$ cat config.mk
export PLATFORM = sky130hd
export DESIGN_NAME = data_unpack
export DESIGN_NICKNAME = d
export VERILOG_FILES = /design/src/rtl/data_unpack_pkg.sv /design/src/rtl/unpack_bitbuf.sv /design/src/rtl/data_unpack.sv
export SDC_FILE = /design/constraint.sdc
export NUM_CORES = 1
export LEC_CHECK = 0
export CORE_MARGIN = 2
export CORE_UTILIZATION = 50
export CTS_CLUSTER_SIZE = 25
export DETAILED_ROUTE_END_ITERATION = 16
export HOLD_SLACK_MARGIN = 0.12
export PLACE_DENSITY = 0.71
export SLEW_MARGIN = 20
export SYNTH_ARGS = -nofsm -noshare
export SYNTH_HDL_FRONTEND = slang
export SYNTH_SLANG_ARGS = --single-unit
$ cat constraint.sdc
create_clock -name clk -period 2.65 [get_ports clk]
set_clock_uncertainty 0.1 [all_clocks]
set_input_delay 0.795 -clock clk [delete_from_list [all_inputs] [get_ports clk]]
set_output_delay 0.795 -clock clk [all_outputs]
set_load 0.01 [all_outputs]
$ cat src/rtl/data_unpack_pkg.sv
// data_unpack_pkg: widths and chunk planning for the 32-to-7 unpacker.
// Honours DATA_UNPACK_EOP_FLUSH_EN: when defined, the residual is flushed as a padded chunk at eop.
package data_unpack_pkg;
    localparam int IN_W  = 32;
    localparam int OUT_W = 7;
    localparam int BUF_W = IN_W + OUT_W - 1;
    localparam int RES_W = $clog2(OUT_W);
    localparam int CNT_W = $clog2((IN_W + OUT_W - 1) / OUT_W + 2);

    typedef struct packed {
        logic [CNT_W-1:0] cnt;
        logic [RES_W-1:0] res;
    } plan_t;

    // Chunks produced by one word and the residual it leaves, given the residual before it.
    function automatic plan_t chunk_plan(input logic [RES_W-1:0] r, input logic eop);
        int total;
        int full;
        int rem;
        plan_t p;
        total = int'(r) + IN_W;
        full  = total / OUT_W;
        rem   = total % OUT_W;
`ifdef DATA_UNPACK_EOP_FLUSH_EN
        if (eop && rem != 0) full = full + 1;
`endif
        p.cnt = CNT_W'(full);
        p.res = eop ? '0 : RES_W'(rem);
        return p;
    endfunction
endpackage

$ cat src/rtl/unpack_bitbuf.sv
// unpack_bitbuf: residual-plus-word shift buffer; chunk is the next LSB-first slice.
module unpack_bitbuf import data_unpack_pkg::*; (
    input  logic             clk,
    input  logic             rst,
    input  logic             load,
    input  logic             shift,
    input  logic [RES_W-1:0] res,
    input  logic [IN_W-1:0]  data_in,
    output logic [OUT_W-1:0] chunk
);
    logic [BUF_W-1:0] bits;
    logic [BUF_W-1:0] keep;
    logic [BUF_W-1:0] full;

    // Keep only the live residual bits and append the new word above them.
    always_comb begin
        keep  = (BUF_W'(1) << res) - BUF_W'(1);
        full  = (bits & keep) | (BUF_W'(data_in) << res);
        chunk = load ? full[OUT_W-1:0] : bits[OUT_W-1:0];
    end

    // The presented chunk leaves the buffer as soon as it is taken into the output register.
    always_ff @(posedge clk or negedge rst) begin
        if (!rst) bits <= '0;
        else if (load) bits <= full >> OUT_W;
        else if (shift) bits <= bits >> OUT_W;
    end
endmodule

$ cat src/rtl/data_unpack.sv
// data_unpack: splits 32-bit packet words into a gap-free LSB-first 7-bit chunk stream.
// Build option DATA_UNPACK_EOP_FLUSH_EN selects flushing of the residual at end of packet.
module data_unpack import data_unpack_pkg::*; (
    input  logic             clk,
    input  logic             rst,
    input  logic             valid_in,
    input  logic [IN_W-1:0]  data_in,
    input  logic             sop_in,
    input  logic             eop_in,
    output logic             ready_out,
    output logic             valid_out,
    output logic [OUT_W-1:0] data_out,
    output logic             sop_out,
    output logic             eop_out
);
    logic             accept;
    logic             shift;
    logic [CNT_W-1:0] pend;
    logic [RES_W-1:0] res;
    logic [RES_W-1:0] res_use;
    logic             eop_word;
    logic [OUT_W-1:0] chunk;
    plan_t            plan;

    assign accept  = valid_in && ready_out;
    assign shift   = !accept && pend > CNT_W'(1);
    assign res_use = sop_in ? '0 : res;
    assign plan    = chunk_plan(res_use, eop_in);

    unpack_bitbuf u_buf (
        .clk     (clk),
        .rst     (rst),
        .load    (accept),
        .shift   (shift),
        .res     (res_use),
        .data_in (data_in),
        .chunk   (chunk)
    );

    // Present one chunk per cycle; ready rises while the last pending chunk is on the output.
    always_ff @(posedge clk or negedge rst) begin
        if (!rst) begin
            pend      <= '0;
            res       <= '0;
            eop_word  <= 1'b0;
            valid_out <= 1'b0;
            data_out  <= '0;
            sop_out   <= 1'b0;
            eop_out   <= 1'b0;
            ready_out <= 1'b0;
        end else if (accept) begin
            pend      <= plan.cnt;
            res       <= plan.res;
            eop_word  <= eop_in;
            valid_out <= 1'b1;
            data_out  <= chunk;
            sop_out   <= sop_in;
            eop_out   <= eop_in && plan.cnt == CNT_W'(1);
            ready_out <= plan.cnt <= CNT_W'(1);
        end else if (pend > CNT_W'(1)) begin
            pend      <= pend - CNT_W'(1);
            data_out  <= chunk;
            sop_out   <= 1'b0;
            eop_out   <= eop_word && pend == CNT_W'(2);
            ready_out <= pend == CNT_W'(2);
        end else begin
            pend      <= '0;
            valid_out <= 1'b0;
            data_out  <= '0;
            sop_out   <= 1'b0;
            eop_out   <= 1'b0;
            ready_out <= 1'b1;
        end
    end
endmodule

-- After elaboration in Yosys (flattened, before gate mapping)
Cells that the tools add are included.
- output and inout port bits: 11
- register bits: 56
- logic and storage cells: 45
- muxes and demuxes: 16
- bitwise gates (word level): 2
- order comparisons: 2
- equality and inequality tests: 3
- shift operators: 2
- div/mod/pow operators: 2
- reduce and logical (&&, ||, !) cells: 6
- add/sub/neg operators: 3
- operator list (operator ; count):
    $mux W38 ; 2
    $and A38 B38 Y38 ; 1
    $or A38 B38 Y38 ; 1
    $shl A1 B3 Y38 const A ; 1
    $shl A32 B3 Y38 ; 1
    $sub A38 B2 Y38 const B ; 1
    $div A32 B4 Y32 const B ; 1
    $mod A32 B4 Y32 const B ; 1
    $mux W7 ; 3
    $mux W3 ; 4
    $add A3 B6 Y7 const B ; 1
    $mux W1 ; 7
    $logic_and A1 B1 Y1 ; 4
    $eq A3 B1 Y1 const B ; 1
    $eq A3 B2 Y1 const B ; 1
    $gt A3 B1 Y1 const B ; 1
    $le A3 B1 Y1 const B ; 1
    $sub A3 B1 Y3 const B ; 1
    $ne A2 B2 Y1 const B ; 1
    $reduce_bool A2 Y1 ; 1
    $logic_not A1 Y1 ; 1

-- Longest topological paths before layout
Gate-level depths: netlist (run 1).
- depth after elaboration: 8
- mapped depth: 12
- depth with buffers taken out: 9

-- By module
Synthesis (run 1) repeated with hierarchy kept, for this count alone.
- cells, all modules: 368
- area, all modules: 3388.2 um^2
- modules (own cells, without submodules) (module ; times used ; cells an instance ; area an instance (um^2)):
    unpack_bitbuf ; 1 ; 303 ; 2642.5
    data_unpack ; 1 ; 65 ; 745.7

-- Least setup slack after synthesis (run 1)
No wires, ideal clock.
- kind: input to register
- from: input port sop_in
- to: register u_buf.bits[3]
- stages: 12
- arrival: 2.601 ns
- path slack: -0.176 ns
- library setup time: 0.126 ns
- buffers on the path: 3
- required time: 2.424 ns
- cell sequence: nand2b_1 > buf_6 > inv_4 > buf_6 > buf_4 > ha_1 > nand2_1 > ha_1 > o211ai_1 > nand2_1 > a221oi_1 > nor2_1
- longest elaborated chain between the ends: 6
- RTL lines (item ; RTL line ; text):
    start, declared ; data_unpack.sv:8 ; input logic sop_in,
    $mux W3 * ; data_unpack.sv:27 ; assign res_use = sop_in ? '0 : res;
    $shl A1 B3 Y38 ; unpack_bitbuf.sv:17 ; keep = (BUF_W'(1) << res) - BUF_W'(1);
    $sub A38 B2 Y38 ; unpack_bitbuf.sv:17 ;
    $and A38 B38 Y38 ; unpack_bitbuf.sv:18 ; full = (bits & keep) | (BUF_W'(data_in) << res);
    $or A38 B38 Y38 * ; unpack_bitbuf.sv:18 ;
    $mux W38 * ; unpack_bitbuf.sv:25 ; else if (load) bits <= full >> OUT_W;
    end signal, assigned ; unpack_bitbuf.sv:25 ;
    end signal, assigned ; unpack_bitbuf.sv:26 ; else if (shift) bits <= bits >> OUT_W;
    end, declared ; unpack_bitbuf.sv:11 ; logic [BUF_W-1:0] bits;
Every way passes the cells marked *; elsewhere a longest branch is shown, timed or not.
A chain may end at the register's enable or synchronous reset.

-- Worst setup path in the final report (run 1)
- from: input port sop_in
- to: register u_buf.bits[11]
The elaborated chain is that of the path after synthesis.

==> results of run 1 <==
## timing repair
item / in CTS / in global routing
gates resized for setup: 2 / 0
endpoints found under the setup margin: 4 / 0
buffers inserted: 1 / 0
hold buffers: 0 / 0
## how the worst max path moves through the flow
| stage | start | endpoint | depth (start not counted) |
|---|---|---|---|
| after floorplan | sop_in | data_out[6] | 12 |
| after global placement | sop_in | data_out[6] | 11 |
| after detailed placement | sop_in | data_out[6] | 11 |
| after CTS | sop_in | u_buf.bits[11] | 8 |
| after global routing | sop_in | u_buf.bits[11] | 8 |
| final | sop_in | u_buf.bits[11] | 8 |
## sequential cells by signal, summed over array words and instances, names as in the netlist, 3 cells and up
| register | flops |
|---|---|
| pend | 3 |
| u_buf.bits | 31 |
| res | 3 |
| data_out | 7 |
## synthesized netlist by cell type (3+ instances only)
master,count,area share
o211ai_1,3,0.0068
a221oi_1,13,0.034
clkbuf_1,12,0.014
inv_1,8,0.0091
ha_1,6,0.023
nor2_1,31,0.035
a221o_1,4,0.012
buf_2,7,0.011
nor3_1,3,0.0045
a21oi_1,29,0.044
o21ai_0,13,0.020
dfrtp_1,49,0.37
nand3_1,4,0.0061
nand2b_1,4,0.0076
nand2_1,49,0.056
buf_4,4,0.0091
buf_6,3,0.010
mux4_2,10,0.068
nor2b_1,3,0.0057
a22o_1,3,0.0079
mux2i_1,44,0.13
a22oi_1,10,0.023
## power by group through the flow
stage,Sequential (mW),Clock (mW),Combinational [mW]
3_3_place_gp,1.31,0,2.50
6_report,1.31,0.463,2.59
3_5_place_dp,1.32,0,2.56
4_1_cts,1.30,0.466,2.58
5_1_grt,1.33,0.503,2.84
2_1_floorplan,1.25,0,1.65
## routing by layer
layer | vias to the layer above | wire, um | GRT usage
li1 | 1461 | - | -
met1 | 1554 | 4210 | 0.384
met2 | 147 | 4640 | 0.460
met3 | 23 | 664 | 0.0447
met4 | 0 | 245 | 0.0996
met5 | - | 0 | 0
## critical path, stage by stage
cell and delay, ps:
dlygate4sd2_1 260, and2b_2 260, buf_4 110, buf_4 270, mux2i_1 280, mux2i_1 140
a22o_1 240, a221o_1 250
## cell type report
class | instances | share of cell area
Tap cell | 77 | 0.0225
Sequential cell | 49 | 0.287
Timing Repair Buffer | 100 | 0.213
Clock buffer | 6 | 0.0170
Multi-Input combinational cell | 263 | 0.449
Clock inverter | 2 | 0.00322
Inverter | 9 | 0.00848
## cells by family (layout without fill, tap and decap cells)
group	count (synthesis)	in the layout
mux	54	54
fa+ha+maj	6	6
compound gates	99	99
simple gates	103	103
buf+inv	37	117
xor+xnor	1	1
flops	49	49
## through the flow
step,TNS (ps),total power [mW]
2_1_floorplan,0,2.90
5_1_grt,0,4.67
3_3_place_gp,-5730,3.80
3_5_place_dp,-7500,3.88
4_1_cts,0,4.34
6_report,0,4.37
==> run_results.csv, run 1 <==
group,metric,value,unit
status,status,"completed",
logic_synthesis,synthMuxAreaShare,0.201,
floorplan,fp-row-count,29,
hold_path,worstHoldPathType,"register to register",
logic_synthesis,seq_area_frac_synth,0.371,
timing,fmax,0.396,GHz
worst_setup_path,critPathMaxFanout,18,
finish,area_delta_synth_final,29.4,%
finish,stdcell_count,506,
timing,worst_slack,127,ps
floorplan,io_pins,48,
logic_synthesis,ys.flop_type,"dfrtp_1",
logic_synthesis,synth_edf_count,0,
finish,post-route-util,0.670,
timing,layout_min_cycle_time,2520,ps
worst_setup_path,critPathLaunchType,"input pin",
finish,final_cell_mix,"nand2_1, dfrtp_1, buf_4, clkdlybuf4s50_1, mux2i_1",
clock_tree,worstSkewPairLatency,320,ps
power,worst_ir_drop_vdd,0.568,mV
job,maxCapViolCount,0,
power,switching_power,1.89,mW
placement,place_hpwl,7310,um
timing,hold_ws,413,ps
clock_tree,cts-buffers-inserted,5,
power,combPwrFrac,0.594,
worst_setup_path,required,2760,ps
floorplan,die_h,85.3,um
logic_synthesis,synth_compound_area_frac,0.211,
global_route,grt_max_degree,50,
route,drc,0,
clock_tree,cts_root_buffer,"clkbuf_8",
logic_synthesis,ys_seq_elements,49,
logic_synthesis,syn_inst,349,
logic_synthesis,yosysUniqueCellTypes,52,
route,wire_per_inst,19.3,um
hold_path,worstHoldPathCells,2,
timing,worst_pin_slew,646,ps
global_route,grt_pass1_vias,3223,
global_route,grt_overflow,0,
hold_path,min_to,"u_buf.bits[7]",
power,p_clk_frac,0.106,
placement,place_area,4190,sq um
logic_synthesis,ys_warn_count,0,
logic_synthesis,synth_nets,392,
worst_setup_path,cp-end-kind,"register",
power,power.leakage,1.79,nW
timing,timing.final.crit_share,0.952,
global_route,grt_pass1_wl,16200,um
logic_synthesis,syn_area,3310,sq um
global_route,antenna_found_initial,0,
timing,report.final.hold_viol_count,0,
clock_tree,cts_tree,"done",
timing,finalMaxSlewViolations,0,
placement,place_inst,497,
global_route,grt_use_total,0.283,
placement,place.gp.congestion,0.895,
logic_synthesis,synth_xor_area_frac,0.00265,
route,drt-total-wl,9760,um
power,p_seq_frac,0.300,
placement,numPortBuffers,47,
finish,multi_input_area,1920,sq um
worst_setup_path,worstRegToRegCells,10,
worst_setup_path,reg2reg_to,"data_out[6]",
timing,setup_viol,0,
logic_synthesis,syn_area_per_cell,9.48,sq um
logic_synthesis,synth_top_family_by_area,"compound AO/OA/AOI/OAI gates",
clock_tree,clkSinkCount,49,
finish,drive_gt1_frac,0.189,
route,first_pass_iters,6,
route,ant_nets,0,
placement,place_ws,-400,ps
finish,stdcell_area,4280,sq um
floorplan,initial_core_util,0.518,
route,initialDrtViolationCount,410,
worst_setup_path,path_class,"input pin to register",
power,powerDensity,1020,nW/um^2
timing,rsz0062_at_grt,"no",
route,via_count,3185,
hold_path,hp-start,"u_buf.bits[14]",
finish,nets,471,
clock_tree,htree_levels,2,
worst_setup_path,cp_data_arrival_time,2630,ps
finish,num_antenna_cells,0,
finish,seqCellArea,1230,sq um
logic_synthesis,synthAdderAreaFrac,0.0227,
worst_setup_path,timing.reg2reg.setup_slack,540,ps
power,cell_internal_pwr,2.48,mW
clock_tree,path_clk_slew,100,ps
logic_synthesis,synthSimpleGateAreaFrac,0.135,
floorplan,die_w,85.3,um
floorplan,die-area,7280,sq um
power,swShare,0.432,
logic_synthesis,ys_async_sr_fraction,1.00,
floorplan,core-area,6390,sq um
worst_setup_path,r2r-start,"res[1]",
finish,filler_cell_count,542,
clock_tree,cts_buffer_depth,2,
timing,slew_headroom,0.569,
route,viasPerCell,6.29,
Power figures use the tool's default switching activity.
==> run 2, diff against run 1 <==
CELL_PAD_IN_SITES_DETAIL_PLACEMENT = 0   (was not set)
CELL_PAD_IN_SITES_GLOBAL_PLACEMENT = 2   (was not set)
CORE_UTILIZATION = 34   (was 50)
CTS_CLUSTER_SIZE = 8   (was 25)
PLACE_DENSITY = 0.77   (was 0.71)
REMOVE_ABC_BUFFERS = 1   (was not set)
==> run_results.csv, run 2 (same netlist as run 1, synthesis figures left out) <==
group,metric,value,unit
clock_tree,cts_root_buffer,"clkbuf_8",
clock_tree,cts_buffer_depth,2,
finish,area_delta_synth_final,35.0,%
global_route,grt_max_degree,50,
route,ant_nets,0,
hold_path,worstHoldPathType,"register to register",
timing,worst_slack,307,ps
worst_setup_path,cp-end-kind,"register",
global_route,grt_overflow,0,
worst_setup_path,crit_path_start,"valid_in",
route,via_count,3107,
placement,numPortBuffers,47,
worst_setup_path,r2r-start,"pend[1]",
finish,top_register,"u_buf.bits",
timing,layout_min_cycle_time,2340,ps
placement,place_area,4300,sq um
worst_setup_path,required,2800,ps
timing,fmax,0.427,GHz
floorplan,core-area,9330,sq um
floorplan,die_w,103,um
worst_setup_path,crit_path_max_incr_delay,470,ps
floorplan,die_h,103,um
finish,nets,479,
finish,drive_gt1_frac,0.206,
job,maxCapViolCount,0,
finish,final_cell_mix,"buf_4, nand2_1, dfrtp_1, clkdlybuf4s50_1, mux2i_1",
placement,place_ws,-454,ps
global_route,grt_use_total,0.205,
status,status,"completed",
timing,slew_headroom,0.552,
worst_setup_path,path_class,"input pin to register",
timing,worst_pin_slew,673,ps
route,drt-total-wl,10100,um
worst_setup_path,critPathLaunchType,"input pin",
finish,largest_register_ffs,31,
timing,report.final.hold_viol_count,0,
power,power.leakage,1.84,nW
global_route,grt_pass1_wl,16500,um
floorplan,die-area,10500,sq um
route,wire_per_inst,17.8,um
worst_setup_path,slowest_stage,"clkdlybuf4s50_1",
power,worst_ir_drop_vdd,0.296,mV
global_route,antenna_found_initial,0,
finish,stdcell_area,4460,sq um
clock_tree,cts-buffers-inserted,5,
route,first_pass_iters,4,
clock_tree,path_clk_slew,100,ps
clock_tree,cts_tree,"done",
placement,place_hpwl,7530,um
clock_tree,cts_hold_buf,0,
timing,rsz0062_at_grt,"no",
worst_setup_path,cp_data_arrival_time,2500,ps
route,top_layer,"met4",
route,dr_wl_met3,429,um
finish,reg_top3,"u_buf.bits x31, data_out x7",
worst_setup_path,critPathTopFamily,"buffers and inverters",
clock_tree,worstSkewPairLatency,310,ps
clock_tree,htree_levels,2,
global_route,grt_pass1_vias,3107,
floorplan,io_pins,48,
worst_setup_path,path_cells,"clkdlybuf4s50_1 -> and2_1 -> nor3_4 -> buf_12 -> a21oi_1 -> a22oi_1 -> nand2_1",
power,p_total,4.48,mW
route,drc,0,
route,viasPerCell,5.49,
timing,timing.final.crit_share,0.884,
worst_setup_path,critPathMaxFanout,24,
timing,finalMaxSlewViolations,0,
timing,setup_viol,0,
finish,final_common_cell,"buf_4",
worst_setup_path,cp_num_buf_inv,2,
route,wl_met1,4740,um
route,initialDrtViolationCount,141,
finish,num_antenna_cells,0,
hold_path,hp-start,"eop_word",
route,met2_length,4810,um
placement,place.gp.congestion,0.796,
power,powerDensity,1000,nW/um^2
clock_tree,clkSinkCount,49,
floorplan,initial_core_util,0.355,
floorplan,fp-row-count,35,
-- run 2: power by group --
group | switching (mW) | internal [mW]
registers | 0.231 | 1.07
clock network | 0.263 | 0.188
logic | 1.41 | 1.32
total | 1.90 | 2.58
-- run 2: repair_timing --
item	4_1_cts	5_1_grt
cloned	0	0
endpoints found under the setup margin	15	24
buffers inserted	0	0
gates resized for setup	14	3
endpoints found under the hold margin	0	0
-- run 2: final cells by class --
cell class,instances,area [sq um]
Clock inverter,1,7.51
Clock buffer,7,76.3
Timing Repair Buffer,108,1000
Sequential cell,49,1230
Multi-Input combinational cell,263,1950
Inverter,9,36.3
Tap cell,129,161
Fill cell,917,4860
-- run 2: path summary, 6_finish.rpt --
check / to / slack [ps] / depth (start not counted)
min in group asynchronous: u_buf.bits[13] / 490 / 2
setup / recovery: u_buf.bits[19] / 310 / 7
hold / removal: eop_word / 380 / 2
hold reg to reg: eop_word / 380 / 2
max in group asynchronous: res[1] / 1490 / 2
setup reg to reg: u_buf.bits[21] / 470 / 7
-- run 2: through the flow --
step / cells / TNS (ps) / util / hold WS, ps
detailed placement: 558 / -10490 / 0.461 / 362
global route: 566 / 0 / 0.478 / 397
finish: 566 / 0 / 0.478 / 383
floorplan: 321 / -19770 / - / 339
CTS: 566 / -54.0 / 0.477 / 385
global placement: 558 / -9380 / 0.461 / 354
-- run 2: worst register-to-register path: cells and delay by family, from the launching register on --
| kind | cells | cell delay, ps |
|---|---|---|
| buffers and inverters | 2 | 240 |
| adders and majority gates | 1 | 150 |
| AOI/OAI and AO/OA | 3 | 1080 |
| and+or+nand+nor | 1 | 90 |
| DFF | 1 | 420 |
-- run 2: routing by layer --
metal / up-vias / GRT usage
met2: 80 / 0.346
met4: 0 / 0.0410
met5: - / 0
met3: 12 / 0.0312
li1: 1484 / -
met1: 1531 / 0.281
==> run 3, diff against run 2 <==
CELL_PAD_IN_SITES_DETAIL_PLACEMENT = 1   (was 0)
CELL_PAD_IN_SITES_GLOBAL_PLACEMENT = 1   (was 2)
CORE_UTILIZATION = 42   (was 34)
==> run_results.csv, run 3 (same netlist as run 1, synthesis figures left out) <==
group,metric,value,unit
timing,worst_pin_slew,577,ps
worst_setup_path,worstRegToRegCells,10,
placement,place.gp.congestion,0.852,
power,powerDensity,1050,nW/um^2
route,ant_nets,0,
placement,place_area,4250,sq um
worst_setup_path,critPathLaunchType,"input pin",
clock_tree,cts_tree,"done",
global_route,antenna_found_initial,0,
floorplan,fp-row-count,32,
power,cell_internal_pwr,2.58,mW
floorplan,core-area,7690,sq um
power,worst_ir_drop_vdd,0.347,mV
timing,rsz0062_at_grt,"no",
global_route,grt_max_degree,28,
finish,final_cell_mix,"buf_4, nand2_1, dfrtp_1, clkdlybuf4s50_1, mux2i_1",
route,wire_per_inst,21.4,um
finish,stdcell_count,540,
timing,tns,0,ps
floorplan,die_w,92.7,um
timing,setup_viol,0,
finish,reg_top3,"u_buf.bits x31, data_out x7",
clock_tree,path_clk_slew,90,ps
finish,top_register,"u_buf.bits",
timing,fmax,0.404,GHz
worst_setup_path,timing.reg2reg.setup_slack,490,ps
placement,numPortBuffers,47,
finish,area_delta_synth_final,34.5,%
power,p_seq_frac,0.286,
route,via_count,3312,
global_route,grt_use_total,0.278,
finish,num_antenna_cells,0,
clock_tree,cts_root_buffer,"clkbuf_8",
clock_tree,htree_levels,2,
timing,slew_headroom,0.616,
route,drt-total-wl,11600,um
placement,place_ws,-569,ps
job,maxCapViolCount,0,
hold_path,worstHoldPathType,"input pin to async pin",
clock_tree,cts_buffer_depth,2,
worst_setup_path,critPathMaxFanout,17,
floorplan,die_h,92.7,um
status,status,"completed",
timing,hold_ws,269,ps
finish,post-route-util,0.579,
power,swShare,0.445,
clock_tree,cts-buffers-inserted,5,
finish,final_common_cell,"buf_4",
timing,report.final.hold_viol_count,0,
global_route,grt_pass1_vias,3461,
timing,layout_min_cycle_time,2470,ps
worst_setup_path,cp_data_arrival_time,2560,ps
route,initialDrtViolationCount,176,
timing,finalMaxSlewViolations,0,
clock_tree,worstSkewPairLatency,310,ps
power,p_total,4.65,mW
timing,timing.final.crit_share,0.933,
worst_setup_path,required,2740,ps
power,power.leakage,1.86,nW
placement,place_inst,529,
floorplan,initial_core_util,0.430,
global_route,grt_pass1_wl,18500,um
global_route,grt_overflow,0,
route,viasPerCell,6.13,
route,drc,0,
power,switching_power,2.07,mW
finish,stdcell_area,4450,sq um
floorplan,die-area,8600,sq um
clock_tree,clkSinkCount,49,
floorplan,io_pins,48,
finish,nets,480,
timing,worst_slack,177,ps
power,p_clk_frac,0.096,
finish,drive_gt1_frac,0.233,
worst_setup_path,path_class,"input pin to register",
power,combPwrFrac,0.618,
worst_setup_path,cp-end-kind,"register",
placement,place_hpwl,8580,um
route,first_pass_iters,5,
finish,largest_register_ffs,31,
==> run 3: worst max-delay path, cell delays in order <==
cell and delay [ps]:
clkdlybuf4s50_1 430, and2_1 290, or3_1 530, buf_4 270, nor2_1 170, a21oi_1 70
==> run 3: worst paths after layout <==
path	startpoint	endpoint
hold reg to reg	eop_word	eop_word
setup reg to reg	res[1]	data_out[6]
hold / removal	rst	eop_out
setup / recovery	valid_in	u_buf.bits[5]
max in group asynchronous	rst	u_buf.bits[16]
min in group clk	eop_word	eop_word
==> run 3: cell type report <==
| cell class | instances | area, sq um |
|---|---|---|
| fill | 895 | 3240 |
| multi-input combinational | 263 | 1990 |
| sequential | 49 | 1230 |
| timing repair buffer | 109 | 983 |
| tap | 102 | 128 |
| clock buffer | 5 | 68.8 |
| inverter | 9 | 36.3 |
| clock inverter | 3 | 17.5 |
==> run 3: routing by layer <==
layer  wire length [um]  track usage
met1               4690        0.345
met2               6030        0.502
met3                661       0.0415
met4                187       0.0809
met5                  0            0
==> run 3: power groups by stage <==
stage	sequential [mW]	clock [mW]	combinational (mW)
floorplan	1.30	0	1.46
global route	1.36	0.491	3.12
finish	1.33	0.448	2.87
CTS	1.32	0.454	2.82
detailed placement	1.32	0	2.68
global placement	1.30	0	2.57
==> run 3: repair_timing <==
item                                    in CTS  in global routing
endpoints found under the setup margin      19                 18
hold buffers                                 0                  0
pin swaps                                    1                  3
resized for setup                           15                  4
buffers inserted                             1                  2
